File: src/rtl/freq_pkg.sv
// Shared definitions for the frequency-coded pulse link: FSM encoding,
// default timing parameters and the per-window edge counter width.
package freq_pkg;

    typedef enum logic {
        ST_IDLE    = 1'b0,
        ST_RECEIVE = 1'b1
    } rx_state_e;

    localparam int BIT_CYCLES_DEF     = 1000;
    localparam int EDGE_THRESHOLD_DEF = 6;
    localparam int IDLE_CYCLES_DEF    = 2000;
    localparam int EDGE_CNT_W         = 4;

endpackage

File: src/rtl/freq_shift_receiver_if.sv
// Receiver-side bundle: enable and pulse line in, decoded byte and status out.
interface freq_shift_receiver_if;
    logic       enable;
    logic       pulse_in;
    logic [7:0] data_out;
    logic       data_valid;
    logic       frame_error;
    logic       busy;

    modport master (
        output enable, pulse_in,
        input  data_out, data_valid, frame_error, busy
    );

    modport slave (
        input  enable, pulse_in,
        output data_out, data_valid, frame_error, busy
    );
endinterface

File: src/rtl/pulse_edge_sync.sv
// Two-flop synchroniser for the asynchronous pulse line followed by a
// registered rising-edge detector (edge_det is high for one cycle).
module pulse_edge_sync (
    input  logic clk,
    input  logic reset,
    input  logic pulse_in,
    output logic edge_det
);

    logic sync1_q, sync1_d;
    logic sync2_q, sync2_d;
    logic prev_q,  prev_d;
    logic edge_q,  edge_d;

    always_comb begin
        sync1_d = pulse_in;
        sync2_d = sync1_q;
        prev_d  = sync2_q;
        edge_d  = sync2_q & ~prev_q;
    end

    always_ff @(posedge clk or posedge reset) begin
        if (reset) begin
            sync1_q <= 1'b0;
            sync2_q <= 1'b0;
            prev_q  <= 1'b0;
            edge_q  <= 1'b0;
        end else begin
            sync1_q <= sync1_d;
            sync2_q <= sync2_d;
            prev_q  <= prev_d;
            edge_q  <= edge_d;
        end
    end

    assign edge_det = edge_q;

endmodule

File: src/rtl/freq_shift_receiver.sv
// Frequency-coded pulse receiver: counts rising edges per fixed bit window,
// frames 8 bits MSB first after an idle gap and flags carrier loss.
module freq_shift_receiver
    import freq_pkg::*;
#(
    parameter int BIT_CYCLES     = BIT_CYCLES_DEF,
    parameter int EDGE_THRESHOLD = EDGE_THRESHOLD_DEF,
    parameter int IDLE_CYCLES    = IDLE_CYCLES_DEF
) (
    input  logic                  clk,
    input  logic                  reset,
    freq_shift_receiver_if.slave  rx
);

    localparam int IDLE_W = $clog2(IDLE_CYCLES + 1);
    localparam int WIN_W  = $clog2(BIT_CYCLES);

    localparam logic [IDLE_W-1:0]     IDLE_MAX = IDLE_W'(IDLE_CYCLES);
    localparam logic [WIN_W-1:0]      WIN_LAST = WIN_W'(BIT_CYCLES - 1);
    localparam logic [EDGE_CNT_W-1:0] THRESH   = EDGE_CNT_W'(EDGE_THRESHOLD);

    function automatic logic [EDGE_CNT_W-1:0] sat_inc(
        input logic [EDGE_CNT_W-1:0] v,
        input logic                  inc
    );
        if (inc && (v != '1)) return v + EDGE_CNT_W'(1);
        return v;
    endfunction

    logic edge_det;

    pulse_edge_sync u_sync (
        .clk      (clk),
        .reset    (reset),
        .pulse_in (rx.pulse_in),
        .edge_det (edge_det)
    );

    rx_state_e             state_q,       state_d;
    logic [IDLE_W-1:0]     idle_cnt_q,    idle_cnt_d;
    logic [WIN_W-1:0]      win_cnt_q,     win_cnt_d;
    logic [EDGE_CNT_W-1:0] edge_cnt_q,    edge_cnt_d;
    logic [2:0]            bit_cnt_q,     bit_cnt_d;
    logic [6:0]            shreg_q,       shreg_d;
    logic [7:0]            data_out_q,    data_out_d;
    logic                  data_valid_q,  data_valid_d;
    logic                  frame_error_q, frame_error_d;

    logic [EDGE_CNT_W-1:0] total;
    logic                  rx_bit;

    always_comb begin
        state_d       = state_q;
        idle_cnt_d    = idle_cnt_q;
        win_cnt_d     = win_cnt_q;
        edge_cnt_d    = edge_cnt_q;
        bit_cnt_d     = bit_cnt_q;
        shreg_d       = shreg_q;
        data_out_d    = data_out_q;
        data_valid_d  = 1'b0;
        frame_error_d = 1'b0;
        // An edge on the window's last cycle still belongs to that window.
        total         = sat_inc(edge_cnt_q, edge_det);
        rx_bit        = (total >= THRESH);

        if (!rx.enable) begin
            state_d    = ST_IDLE;
            idle_cnt_d = '0;
        end else begin
            case (state_q)
                ST_IDLE: begin
                    if (edge_det) begin
                        if (idle_cnt_q == IDLE_MAX) begin
                            state_d    = ST_RECEIVE;
                            win_cnt_d  = '0;
                            bit_cnt_d  = '0;
                            edge_cnt_d = EDGE_CNT_W'(1);
                        end else begin
                            idle_cnt_d = '0;
                        end
                    end else if (idle_cnt_q != IDLE_MAX) begin
                        idle_cnt_d = idle_cnt_q + IDLE_W'(1);
                    end
                end
                ST_RECEIVE: begin
                    if (win_cnt_q == WIN_LAST) begin
                        if (total == '0) begin
                            frame_error_d = 1'b1;
                            state_d       = ST_IDLE;
                            idle_cnt_d    = '0;
                        end else begin
                            shreg_d    = {shreg_q[5:0], rx_bit};
                            edge_cnt_d = '0;
                            win_cnt_d  = '0;
                            if (bit_cnt_q == 3'd7) begin
                                data_out_d   = {shreg_q, rx_bit};
                                data_valid_d = 1'b1;
                                state_d      = ST_IDLE;
                                idle_cnt_d   = '0;
                            end else begin
                                bit_cnt_d = bit_cnt_q + 3'd1;
                            end
                        end
                    end else begin
                        win_cnt_d  = win_cnt_q + WIN_W'(1);
                        edge_cnt_d = total;
                    end
                end
                default: state_d = ST_IDLE;
            endcase
        end
    end

    always_ff @(posedge clk or posedge reset) begin
        if (reset) begin
            state_q       <= ST_IDLE;
            idle_cnt_q    <= '0;
            win_cnt_q     <= '0;
            edge_cnt_q    <= '0;
            bit_cnt_q     <= '0;
            shreg_q       <= '0;
            data_out_q    <= '0;
            data_valid_q  <= 1'b0;
            frame_error_q <= 1'b0;
        end else begin
            state_q       <= state_d;
            idle_cnt_q    <= idle_cnt_d;
            win_cnt_q     <= win_cnt_d;
            edge_cnt_q    <= edge_cnt_d;
            bit_cnt_q     <= bit_cnt_d;
            shreg_q       <= shreg_d;
            data_out_q    <= data_out_d;
            data_valid_q  <= data_valid_d;
            frame_error_q <= frame_error_d;
        end
    end

    assign rx.data_out    = data_out_q;
    assign rx.data_valid  = data_valid_q;
    assign rx.frame_error = frame_error_q;
    assign rx.busy        = (state_q == ST_RECEIVE);

endmodule
File: src/flat_wrapper.sv
// flat-port wrapper written by rule: the top's interface ports become plain ports
module freq_shift_receiver_flat import freq_pkg::*;
#(
    parameter int BIT_CYCLES     = BIT_CYCLES_DEF,
    parameter int EDGE_THRESHOLD = EDGE_THRESHOLD_DEF,
    parameter int IDLE_CYCLES    = IDLE_CYCLES_DEF
)
  (clk, reset, rx_enable, rx_pulse_in, rx_data_out, rx_data_valid, rx_frame_error, rx_busy);
  freq_shift_receiver_if rx_i ();
  input  logic clk;
  input  logic reset;
  input wire logic [$bits(rx_i.enable)-1:0] rx_enable;
  input wire logic [$bits(rx_i.pulse_in)-1:0] rx_pulse_in;
  output wire logic [$bits(rx_i.data_out)-1:0] rx_data_out;
  output wire logic [$bits(rx_i.data_valid)-1:0] rx_data_valid;
  output wire logic [$bits(rx_i.frame_error)-1:0] rx_frame_error;
  output wire logic [$bits(rx_i.busy)-1:0] rx_busy;
  assign rx_i.enable = rx_enable;
  assign rx_i.pulse_in = rx_pulse_in;
  assign rx_data_out = rx_i.data_out;
  assign rx_data_valid = rx_i.data_valid;
  assign rx_frame_error = rx_i.frame_error;
  assign rx_busy = rx_i.busy;
  freq_shift_receiver #(.BIT_CYCLES(BIT_CYCLES), .EDGE_THRESHOLD(EDGE_THRESHOLD), .IDLE_CYCLES(IDLE_CYCLES)) u_core (.clk(clk), .reset(reset), .rx(rx_i));
endmodule
File: config.mk
export PLATFORM = sky130hd
export DESIGN_NAME = freq_shift_receiver_flat
export DESIGN_NICKNAME = d
export VERILOG_FILES = /design/src/rtl/freq_pkg.sv /design/src/rtl/freq_shift_receiver_if.sv /design/src/rtl/pulse_edge_sync.sv /design/src/rtl/freq_shift_receiver.sv /design/src/flat_wrapper.sv
export SDC_FILE = /design/constraint.sdc
export NUM_CORES = 1
export LEC_CHECK = 0
export ABC_AREA = 1
export ABC_CLOCK_PERIOD_IN_PS = 3150
export BUFFER_PORTS_ARGS = -buffer_cell sky130_fd_sc_hd__buf_2
export CELL_PAD_IN_SITES_DETAIL_PLACEMENT = 0
export CELL_PAD_IN_SITES_GLOBAL_PLACEMENT = 1
export CORE_ASPECT_RATIO = 1.4
export CORE_UTILIZATION = 49
export CTS_CLUSTER_DIAMETER = 100
export CTS_CLUSTER_SIZE = 20
export DETAILED_ROUTE_END_ITERATION = 16
export PLACE_DENSITY = 0.94
export SLEW_MARGIN = 20
export SYNTH_ARGS = -nofsm -noshare
export SYNTH_HDL_FRONTEND = slang
export SYNTH_SLANG_ARGS = --single-unit
File: constraint.sdc
create_clock -name clk -period 3.15 [get_ports clk]
set_input_delay 0.315 -clock clk [delete_from_list [all_inputs] [get_ports clk]]
set_output_delay 0.315 -clock clk [all_outputs]
set_load 0.05 [all_outputs]
# Word level (Yosys, flattened, before mapping)
# Cells that the tools add are included.
# W data, S select, Z words.
[totals]
regBits = 50
word_cells = 87
[op_classes]
n_addsub = 4
magnitude_cmp = 1
n_eq_ne = 15
mux = 43
n_bitwise = 4
reduce_logical = 7
[op_table]
columns = ["cell", "n"]
rows = [
  ["$mux W11", 7],
  ["$mux W10", 4],
  ["$mux W4", 6],
  ["$pmux W11 S2", 1],
  ["$pmux W10 S2", 1],
  ["$mux W1", 16],
  ["$mux W3", 5],
  ["$ne A4 B4 Y1 const B", 3],
  ["$reduce_and A4 Y1", 3],
  ["$add A11 B1 Y11 const B", 1],
  ["$eq A11 B11 Y1 const B", 1],
  ["$ne A11 B11 Y1 const B", 1],
  ["$add A10 B1 Y10 const B", 1],
  ["$eq A10 B10 Y1 const B", 1],
  ["$ne A2 B2 Y1 const B", 4],
  ["$pmux W4 S2", 1],
  ["$ne A3 B3 Y1 const B", 2],
  ["$pmux W3 S2", 1],
  ["$reduce_and A6 Y1", 1],
  ["$reduce_and A5 Y1", 1],
  ["$add A4 B1 Y4 const B", 1],
  ["$ge A4 B3 Y1 const B", 1],
  ["$logic_not A4 Y1", 1],
  ["$ne A4 B3 Y1 const B", 1],
  ["7 further kinds", 9],
]

# Longest topological paths before layout
# Gate-level depths: netlist of the first run.
[depth]
word_depth = 9
depth_mapped = 13
mapped_depth_nobuf = 12

# By module
# From an unflattened synthesis of the first run, not the netlist that was laid out.
[unflattened]
hier_cells = 328
hier_area_um2 = 2710.1
[by_module_without_submodules]
columns = ["module", "n_inst", "cells_each", "area_each_um2", "seq_area_each_um2"]
rows = [
  ["freq_shift_receiver", 1, 321, 2596.2, 1151.1],
  ["pulse_edge_sync", 1, 7, 113.9, 100.1],
]

# Worst setup path after synthesis of the first run
# Ideal clock, no wire load.
[synth_path]
kind = "register to register"
from = "register u_core.edge_cnt_q[0]"
to = "register u_core.idle_cnt_q[0]"
setup_ns = 0.117
arrival_time_ns = 1.602
required_ns = 3.033
slack_ns = 1.431
path_stages_with_launch = 13
n_path_buf = 1
period_less_slack_ns = 1.719
cell_sequence = "dfrtp_1 > ha_1 > nand3_2 > nand2_1 > nand2_1 > nand2_2 > nor2_4 > nand3_2 > nand2_1 > nand2_1 > buf_2 > nand3_1 > nand2_1"
[synth_between]
elab_chain_cells = 9
word_cells_on_any_way = 13
[synth_lines]
columns = ["element", "line_no", "source"]
rows = [
  ["from (decl)", "freq_shift_receiver.sv:42", "logic [EDGE_CNT_W-1:0] edge_cnt_q, edge_cnt_d;"],
  ["from (signal assigned)", "freq_shift_receiver.sv:129", "edge_cnt_q <= edge_cnt_d;"],
  ["parallel branches: the longest is 3 deep, another holds $add A4 B1 Y4", "n/a", ""],
  ["$mux W4 *", "freq_shift_receiver.sv:27", "return v;"],
  ["$logic_not A4 Y1 *", "freq_shift_receiver.sv:87", "if (total == '0) begin"],
  ["$mux W11", "freq_shift_receiver.sv:87", ""],
  ["$mux W11", "freq_shift_receiver.sv:86", "if (win_cnt_q == WIN_LAST) begin"],
  ["$pmux W11 S2", "freq_shift_receiver.sv:70", "case (state_q)"],
  ["$mux W11", "freq_shift_receiver.sv:66", "if (!rx.enable) begin"],
  ["to (signal assigned)", "freq_shift_receiver.sv:127", "idle_cnt_q <= idle_cnt_d;"],
  ["to (decl)", "freq_shift_receiver.sv:40", "logic [IDLE_W-1:0] idle_cnt_q, idle_cnt_d;"],
]
# Every way passes the cells marked *. The select of a mux whose other input is x is not followed.
# A chain may end at the register's enable or synchronous reset.

# Worst setup path after layout of the first run
[layout_path]
from = "register u_core.idle_cnt_q[0]"
to = "register u_core.win_cnt_q[1]"
[layout_between]
elab_chain_cells = 3
[layout_lines]
columns = ["element", "line_no", "source"]
rows = [
  ["$eq A11 B11 Y1", "freq_shift_receiver.sv:73", "if (idle_cnt_q == IDLE_MAX) begin"],
  ["$ne A2 B1 Y1 (no source line)", "n/a", ""],
  ["$reduce_and A4 Y1 (no source line)", "n/a", ""],
  ["to (signal assigned)", "freq_shift_receiver.sv:128", "win_cnt_q <= win_cnt_d;"],
  ["to (decl)", "freq_shift_receiver.sv:41", "logic [WIN_W-1:0] win_cnt_q, win_cnt_d;"],
]
# Every way passes these cells.

==> metrics.md, run 1 <==
| Metric | Value |
|---|---|
| Clk_lat worst skew | `around 0.31 ns` |
| Setup crit start kind | `flop` |
| Vias in the first global route | `2230` |
| Maximum number of pins on one net before global-route repair | `a little over 50` |
| RSZ-0062 raised after global routing | `no` |
| Tightest Pin Transition | `0.834 ns` |
| FF-to-FF End | `u_core.win_cnt_q[1]` |
| Setup Viol. Count Final | `0` |
| Yosys cell types | `37` |
| Main combinational cell family by area after synthesis | `simple AND/OR/NAND/NOR gates` |
| CTS buffer count | `5` |
| Worst R2R Start | `u_core.idle_cnt_q[0]` |
| DRC viols | `0` |
| # diodes | `0` |
| Post-synthesis simple-gate area fraction | `0.372` |
| Hold_sp | `rx_pulse_in` |
| Fin. Hold Viols | `0` |
| Die height | `90.8 um` |
| Count of input and output buffers | `14` |
| CP Class | `reg -> reg` |
| Crit-path cells | `inv_1, ha_1, nand2_1, nor3_1, nand4_1, a21oi_2, and2_4, nand2_2, nand2_1, nand2_1` |
| Setup TNS | `0 ns` |
| Multiplexer share of the synthesized area | `0` |
| Die Wd | `65.4 um` |
| R2r setup slk | `0.76 ns` |
| Pwr dens | `368 nW/um^2` |
| Die ar. | `5940 um^2` |
| Placer Congestion | `0.819` |
| Yosys reg bits | `50` |
| Area delta synth->final | `6.52%` |
| CP max-delay cell | `a21oi_2` |
| Clk slew on worst S/H paths | `0.10 ns` |
| Number of enable flip-flop cells after synthesis | `0` |
| Hold Path Depth | `1` |
| Post-DP HPWL | `~4000 um` |
| Syn_nets | `369` |
| Tcrit/Tclk final | `0.760` |
| Worst Path Buf+Inv | `1` |
| CP required | `about 3.4 ns` |
| Vias/cell | `roughly 5.2` |
| Ratio of cells with drive above 1 in the final layout | `0.120` |
| TritonCTS clock tree | `yes` |
| Layout fillers | `519` |
| P_leak | `1.40 nW` |
| Num ports | `15` |
| Gr usage total | `0.210` |
| Synth Flop Type | `dfrtp_1` |
| Mapped cell area | `2760 um^2` |
| Ys async rst share | `1.00` |
| CTS Sinks | `50` |
| CP peak stage delay | `roughly 0.47 ns` |
| Hold Path End | `u_core.u_sync.sync1_q` |
| Site row count | `32` |
| Min-delay worst type | `in -> reg` |
| Setup repair bufs after CTS | `0` |
| Root buffer cell | `clkbuf_8` |
| Gate Count Post-Synth | `359` |
| Worst r2r path cells | `10` |
| First-pass GRT wire length | `between 9000 and 10000 um` |
| Total gr overflow | `0` |
| Compound-Gate Fraction of Synth Area | `0.0612` |
| Routed WL | `5430 um` |
| Clock Path Buffers | `2` |
| Critical Path AT | `between 2 and 3 ns` |
| Adder-cell area share of the yosys netlist | `0.0272` |
| Crit path max-delay family | `simple AND/OR/NAND/NOR gates` |
| Cts-stage hold buffer count | `0` |
| Antenna viol nets, final | `0` |
| Final hold slack | `0.104 ns` |
| Syn_area_per_cell | `7.69 um^2` |
| Post-CTS sizing | `0` |
| Max-slew violation count | `0` |
| Worst-path fanout max | `14` |
| H-tree depth | `2` |
| Outcome | `completed` |
| Critical Path Most Common Cell | `nand2_1` |
| Sequential fraction of the synthesis area | `0.453` |
| Tot Pwr | `1.08 mW` |
| Routed vias | `2283` |
| Max cap viols | `0` |
| Clock skew | `0.00502 ns` |
| Worst slew margin | `0.443` |
| Iter 0 DRT Violations | `155` |
| Warning count from the yosys run | `0` |
| FMAX | `418 MHz` |
| Nets | `377` |
| Core area | `5490 um^2` |
| Worst vdd ir | `352 uV` |
| Drt wl/cell | `12.4 um` |
| Initial antenna violation count | `0` |
| CP Capture Type | `flop` |
| Drt first pass iters | `4` |
| Crit path time final | `around 2.4 ns` |
| Initial Util | `0.503` |
| Post-synthesis xor/xnor area fraction | `0.0127` |
area by class of cell:
type                            instances  area (um^2)  share of cell area
Tap cell                               68         85.1              0.0289
Inverter                               35          133              0.0451
Sequential cell                        50         1250               0.425
Multi-Input combinational cell        261         1310               0.444
Clock inverter                          3         26.3             0.00893
Clock buffer                            5         68.8              0.0234
Timing Repair Buffer                   14         70.1              0.0238
how the worst max path moves through the flow:
stage | startpoint | end | slack, ns | cells past startpoint
6_report | u_core.idle_cnt_q[0] | u_core.win_cnt_q[1] | 0.76 | 10
2_1_floorplan | u_core.edge_cnt_q[0] | u_core.idle_cnt_q[0] | 1.43 | 12
3_5_place_dp | u_core.idle_cnt_q[0] | u_core.win_cnt_q[1] | 0.74 | 10
3_3_place_gp | u_core.idle_cnt_q[0] | u_core.edge_cnt_q[0] | 0.75 | 10
5_1_grt | u_core.idle_cnt_q[0] | u_core.win_cnt_q[5] | 0.52 | 10
4_1_cts | u_core.idle_cnt_q[0] | u_core.win_cnt_q[1] | 0.71 | 10
where the power goes:
part	switching [mW]	internal, mW	total [mW]
clock	0.230	0.164	0.394
sequential	0.00565	0.646	0.652
combinational	0.0280	0.00888	0.0369
total	0.264	0.819	1.08
sequential cells by signal (all words and copies together), names as in the netlist, 3 cells and up:
name and cells:
u_core.shreg_q 7, u_core.rx.data_out 8, u_core.bit_cnt_q 3, u_core.idle_cnt_q 11, u_core.win_cnt_q 10, u_core.edge_cnt_q 4
per-stage QoR:
stage / utilization / worst slack [ns] / area [um^2] / instances
2_1_floorplan: - / 1.43 / 2760 / 359
3_3_place_gp: 0.519 / 0.750 / 2850 / 428
3_5_place_dp: 0.519 / 0.739 / 2850 / 428
4_1_cts: 0.536 / 0.712 / 2940 / 436
5_1_grt: 0.536 / 0.518 / 2940 / 436
6_report: 0.536 / 0.757 / 2940 / 436
cells in the final DEF (no fill, tap or decap), types with 5 or more instances in the layout:
cell	netlist	final
nor2_1	30	30
dfrtp_1	50	50
buf_2	6	14
clkbuf_8	0	5
nor3_1	16	16
nand2_1	105	105
inv_1	34	33
nand3_2	5	5
o21ai_1	14	14
nand3_1	35	35
ha_1	6	6
nand4_1	9	9
kinds of logic after synthesis:
group / Yosys count
simple gates: 221
compound gates: 30
flops: 50
buf+inv: 48
fa+ha+maj: 6
xor+xnor: 4
routing by layer:
layer,GRT usage,up-vias,routed length (um)
li1,-,1186,-
met1,0.254,1055,2340
met2,0.366,35,2820
met3,0.0316,7,161
met4,0.0797,0,107
met5,0,-,0
Yosys cell counts, drive strengths merged (5+ instances only):
cell type | n | area share
inv | 35 | 0.048
dfrtp | 50 | 0.45
nor3 | 17 | 0.033
nand3 | 40 | 0.082
nand4 | 10 | 0.025
nor2 | 33 | 0.051
buf | 10 | 0.022
o21ai | 19 | 0.036
ha | 6 | 0.027
a21oi | 5 | 0.010
nand2 | 109 | 0.15
(Power assumes the default switching activity.)
==> inputs of run 2 (changes only) <==
--- a/config.mk
+++ b/config.mk
@@ -6,16 +6,16 @@
 export NUM_CORES = 1
 export LEC_CHECK = 0
 export ABC_AREA = 1
-export ABC_CLOCK_PERIOD_IN_PS = 3150
+export ABC_CLOCK_PERIOD_IN_PS = 1900
 export BUFFER_PORTS_ARGS = -buffer_cell sky130_fd_sc_hd__buf_2
 export CELL_PAD_IN_SITES_DETAIL_PLACEMENT = 0
 export CELL_PAD_IN_SITES_GLOBAL_PLACEMENT = 1
 export CORE_ASPECT_RATIO = 1.4
-export CORE_UTILIZATION = 49
+export CORE_UTILIZATION = 41
 export CTS_CLUSTER_DIAMETER = 100
 export CTS_CLUSTER_SIZE = 20
 export DETAILED_ROUTE_END_ITERATION = 16
-export PLACE_DENSITY = 0.94
+export PLACE_DENSITY = 0.85
 export SLEW_MARGIN = 20
 export SYNTH_ARGS = -nofsm -noshare
 export SYNTH_HDL_FRONTEND = slang
==> constraint.sdc (replaced) <==
create_clock -name clk -period 1.9 [get_ports clk]
set_input_delay 0.19 -clock clk [delete_from_list [all_inputs] [get_ports clk]]
set_output_delay 0.19 -clock clk [all_outputs]
set_load 0.05 [all_outputs]
==> metrics.md, run 2 (synthesis gave the netlist of run 1 again) <==
| Metric | Value |
|---|---|
| Clock Path Buffers | `2` |
| Area after DPL | `slightly above 3000 um^2` |
| Initial Util | `0.423` |
| Worst vdd ir | `361 uV` |
| CTS Sinks | `50` |
| Routed WL | `roughly 6000 um` |
| Clk_lat worst skew | `0.31 ns` |
| Crit path max-delay family | `simple AND/OR/NAND/NOR gates` |
| Placed insts | `454` |
| Site row count | `35` |
| Count of input and output buffers | `14` |
| TritonCTS clock tree | `yes` |
| Tightest Pin Transition | `0.486 ns` |
| CP required | `2.10 ns` |
| Nets | `401` |
| Antenna viol nets, final | `0` |
| Area delta synth->final | `16.2%` |
| Drt first pass iters | `4` |
| Worst-path fanout max | `6` |
| H-tree depth | `2` |
| Total gr overflow | `0` |
| CTS buffer count | `5` |
| RSZ-0062 raised after global routing | `no` |
| CP peak stage delay | `0.43 ns` |
| Placer Congestion | `0.896` |
| Die height | `between 90 and 100 um` |
| Setup TNS | `0 ns` |
| DRC viols | `0` |
| Final worst slack | `0.120 ns` |
| CP Class | `reg -> reg` |
| Die ar. | `7070 um^2` |
| Vias/cell | `5.13` |
| Fin. Hold Viols | `0` |
| Tcrit/Tclk final | `0.937` |
| Critical Path AT | `1.98 ns` |
| First-pass GRT wire length | `10400 um` |
| Worst slew margin | `0.675` |
| # diodes | `0` |
| FMAX | `roughly 560 MHz` |
| Crit-path cells | `ha_4, nand3_4, nand2_2, nand2_2, nand2_1, nor2_4, nand3_4, nand2_2, nand2_2, nand2_2, buf_4, o21ai_1` |
| Layout fillers | `between 600 and 700` |
| Most common cell after layout, fill and taps aside | `nand2_1` |
| Maximum number of pins on one net before global-route repair | `30` |
| Core area | `between 6000 and 7000 um^2` |
| Gr usage total | `0.185` |
| Outcome | `completed` |
| Drt wl/cell | `12.9 um` |
| CP Capture Type | `flop` |
| Num ports | `15` |
| P_leak | `1.53 nW` |
| Min-delay worst type | `in -> reg` |
| Die Wd | `71.4 um` |
| Vias in the first global route | `2316` |
| Fin area | `3210 um^2` |
| Routed vias | `2389` |
| Initial antenna violation count | `0` |
| Setup Viol. Count Final | `0` |
| Root buffer cell | `clkbuf_8` |
| Clock skew | `0.00255 ns` |
| Clk slew on worst S/H paths | `roughly 0.10 ns` |
| Pwr dens | `roughly 570 nW/um^2` |
| Tot Pwr | `between 1.5 and 2 mW` |
| Placement Setup Slack | `0.0211 ns` |
| Iter 0 DRT Violations | `140` |
| Max reg flops | `11` |
| Post-DP HPWL | `4450 um` |
| Max cap viols | `0` |
| Worst Path Buf+Inv | `1` |
| Max-slew violation count | `0` |
| Ratio of cells with drive above 1 in the final layout | `0.189` |
| Crit path time final | `1.78 ns` |
| Register name with the most flops | `u_core.idle_cnt_q` |
| Critical Path Most Common Cell | `nand2_2` |
| Setup crit start kind | `flop` |
| CP max-delay cell | `dfrtp_1` |
| Non-filler instance count after layout | `466` |
| Highest-count cells in the layout ignoring fill and taps | `100 x nand2_1, 50 x dfrtp_1, 35 x nand3_1` |
## run 2: cell types whose count changed in the layout (fill, tap and decap cells not counted), sizes merged
cell         previous run  this run
dlygate4sd3             0         2
buf                    14        36
inv                    36        37
clkinv                  2         1
## run 2: where the power goes
| group | internal (mW) | switching [mW] | leakage [nW] |
|---|---|---|---|
| clock network | 0.272 | 0.399 | 0.0491 |
| logic | 0.0301 | 0.0546 | 0.796 |
| registers | 1.07 | 0.00686 | 0.689 |
## run 2: cell type report
cell class                      count  area [um^2]  share of cell area
Clock buffer                        5         68.8              0.0214
Clock inverter                      3         26.3             0.00819
Inverter                           35          131              0.0409
Multi-Input combinational cell    261         1360               0.424
Sequential cell                    50         1250               0.390
Tap cell                           74         92.6              0.0288
Timing Repair Buffer               38          279              0.0869
## run 2: worst reg2reg max path, cell delays in order (launching register included)
cell	delay [ns]
dfrtp_1	0.43
ha_4	0.19
nand3_4	0.09
nand2_2	0.08
nand2_2	0.10
nand2_1	0.08
nor2_4	0.16
nand3_4	0.12
nand2_2	0.08
nand2_2	0.06
nand2_2	0.08
buf_4	0.13
o21ai_1	0.06
## run 2: timing repair
action,4_1_cts,5_1_grt
buffers inserted,0,2
gates resized for setup,0,16
hold endpoints to repair,22,0
endpoints found under the setup margin,0,42
hold buffers,2,0
## run 2: worst paths after layout
kind                                        from  depth (start not counted)                     to  slack, ns
min in group asynchronous                  reset                          3  u_core.u_sync.sync1_q       0.44
max in group asynchronous                  reset                          4      u_core.shreg_q[5]       0.95
max reg2reg                 u_core.edge_cnt_q[1]                         12   u_core.idle_cnt_q[5]       0.12
max                         u_core.edge_cnt_q[1]                         12   u_core.idle_cnt_q[5]       0.12
min reg2reg                u_core.u_sync.sync1_q                          0   u_core.u_sync.prev_d       0.36
min                                    rx_enable                          3   u_core.idle_cnt_q[5]       0.18
## run 2: routing by layer
layer  GRT usage  wire length [um]  vias up
li1            -                 -     1231
met1       0.221              2640     1122
met2       0.327              3120       25
met3      0.0274               110       11
met4      0.0769               130        0
met5           0                 0        -
## run 2: per-stage QoR
stage	hold slack, ns	utilization
after floorplan	0.221	-
after CTS	0.174	0.480
after detailed placement	0.242	0.462
final	0.183	0.492
after global routing	0.191	0.492
after global placement	0.240	0.462
==> inputs of run 3 (changes only) <==
--- a/config.mk
+++ b/config.mk
@@ -11,11 +11,12 @@
 export CELL_PAD_IN_SITES_DETAIL_PLACEMENT = 0
 export CELL_PAD_IN_SITES_GLOBAL_PLACEMENT = 1
 export CORE_ASPECT_RATIO = 1.4
-export CORE_UTILIZATION = 41
+export CORE_UTILIZATION = 42
+export CTS_BUF_LIST = sky130_fd_sc_hd__clkbuf_8
 export CTS_CLUSTER_DIAMETER = 100
 export CTS_CLUSTER_SIZE = 20
 export DETAILED_ROUTE_END_ITERATION = 16
-export PLACE_DENSITY = 0.85
+export PLACE_DENSITY = 0.86
 export SLEW_MARGIN = 20
 export SYNTH_ARGS = -nofsm -noshare
 export SYNTH_HDL_FRONTEND = slang
==> metrics.md, run 3 (synthesis gave the netlist of run 1 again) <==
| Metric | Value |
|---|---|
| Outcome | `completed` |
| Die Wd | `70.5 um` |
| Highest-count cells in the layout ignoring fill and taps | `97 x nand2_1, 50 x dfrtp_1, 35 x nand3_1` |
| Antenna viol nets, final | `0` |
| Count of input and output buffers | `14` |
| Register name with the most flops | `u_core.idle_cnt_q` |
| Clk_lat worst skew | `just over 0.3 ns` |
| Nets | `406` |
| CP Class | `reg -> reg` |
| Final worst slack | `approximately 0.06 ns` |
| Pwr dens | `~560 nW/um^2` |
| Tcrit/Tclk final | `0.967` |
| Maximum number of pins on one net before global-route repair | `27` |
| Max cap viols | `0` |
| Clock Path Buffers | `2` |
| Worst slew margin | `0.635` |
| Total gr overflow | `0` |
| TritonCTS clock tree | `yes` |
| Placer Congestion | `0.879` |
| Routed WL | `6490 um` |
| Max reg flops | `11` |
| Setup Viol. Count Final | `0` |
| Initial antenna violation count | `0` |
| Drt first pass iters | `4` |
| Area delta synth->final | `20.1%` |
| Clock skew | `0.00524 ns` |
| CTS Sinks | `50` |
| P_leak | `1.57 nW` |
| CTS buffer count | `5` |
| Post-DP HPWL | `roughly 4500 um` |
| DRC viols | `0` |
| First-pass GRT wire length | `10700 um` |
| Ratio of cells with drive above 1 in the final layout | `0.214` |
| Drt wl/cell | `13.8 um` |
| Tightest Pin Transition | `0.546 ns` |
| RSZ-0062 raised after global routing | `yes` |
| CP required | `approximately 2.1 ns` |
| Root buffer cell | `clkbuf_8` |
| Iter 0 DRT Violations | `120` |
| Setup crit start kind | `flop` |
| Tot Pwr | `1.86 mW` |
| Critical Path AT | `approximately 2 ns` |
| Max-slew violation count | `0` |
| Most common cell after layout, fill and taps aside | `nand2_1` |
| FMAX | `between 500 and 600 MHz` |
| CP Capture Type | `flop` |
| Core area | `6300 um^2` |
| Die ar. | `6910 um^2` |
| Placement Setup Slack | `-0.0332 ns` |
| H-tree depth | `2` |
| Area after DPL | `between 2000 and 3000 um^2` |
| Min-delay worst type | `in -> reg` |
| R2r setup slk | `0.06 ns` |
| Vias in the first global route | `2423` |
| Crit path time final | `1.84 ns` |
| Clk slew on worst S/H paths | `roughly 0.1 ns` |
| Site row count | `34` |
| Gr usage total | `0.193` |
| Vias/cell | `5.26` |
| Fin. Hold Viols | `0` |
| Initial Util | `0.439` |
| Worst vdd ir | `384 uV` |
| # diodes | `0` |
| Num ports | `15` |
| Die height | `97.9 um` |
| Fin area | `3320 um^2` |
| Worst-path fanout max | `5` |
| Routed vias | `2469` |
[run 3: changes by cell type in the layout (fill, tap and decap cells not counted), moves of 2 or more]
cell and delta:
inv_2 +2, inv_6 -2, nand2_1 -3, buf_4 +3, inv_1 -2, nand2_4 +2
[run 3: repair_timing]
item / CTS / global route
setup buffers: 0 / 6
pin swaps: 2 / 5
resized for setup: 2 / 28
setup endpoints to repair: 11 / 41
gates cloned: 0 / 2
hold buffers: 2 / 0
hold endpoints to repair: 24 / 0
[run 3: worst max-delay path: stages (launching register included)]
cell	delay (ns)
dfrtp_1	0.43
ha_4	0.19
nand3_4	0.11
nand2_4	0.08
nand2_2	0.11
nand2_2	0.07
nor2_4	0.13
buf_4	0.14
nand4_4	0.13
buf_2	0.21
nand3_1	0.08
nand2_1	0.05
[run 3: layer usage]
layer	part of all wire	routed length (um)	track usage
met1	0.43	2760	0.228
met2	0.52	3390	0.344
met3	0.029	191	0.0289
met4	0.023	147	0.0892
met5	0	0	0
[run 3: worst paths after layout]
check | to | cells past startpoint | startpoint
worst max-delay path | u_core.edge_cnt_q[3] | 11 | u_core.edge_cnt_q[0]
worst min-delay path | u_core.idle_cnt_q[5] | 3 | rx_enable
worst max register to register | u_core.edge_cnt_q[3] | 11 | u_core.edge_cnt_q[0]
worst min register to register | u_core.u_sync.prev_d | 0 | u_core.u_sync.sync1_q
max in group asynchronous | u_core.edge_cnt_q[2] | 4 | reset
min in group asynchronous | u_core.u_sync.sync1_q | 3 | reset
[run 3: through the flow]
| step | utilization | hold slack [ns] | setup TNS, ns | cells |
|---|---|---|---|---|
| global placement | 0.475 | 0.269 | -0.0119 | 451 |
| finish | 0.527 | 0.188 | 0 | 469 |
| CTS | 0.496 | 0.178 | 0 | 461 |
| global route | 0.527 | 0.208 | -0.131 | 469 |
| detailed placement | 0.475 | 0.275 | -0.0598 | 451 |
| floorplan | - | 0.221 | 0 | 359 |
[run 3: cell type report]
| cell class | instances | area [um^2] |
|---|---|---|
| flip-flops and latches | 50 | 1250 |
| clock buffers | 6 | 82.6 |
| multi-input cells | 261 | 1420 |
| inverters | 35 | 131 |
| repair buffers | 43 | 327 |
| clock inverters | 2 | 17.5 |
| fillers | 626 | 2980 |
| well taps | 72 | 90.1 |
[run 3: power by group]
part	total [mW]	internal, mW	switching [mW]	leakage [nW]
clock network	0.687	0.301	0.386	0.0514
logic	0.0929	0.0340	0.0590	0.833
registers	1.08	1.07	0.00822	0.689
total	1.86	1.41	0.453	1.57
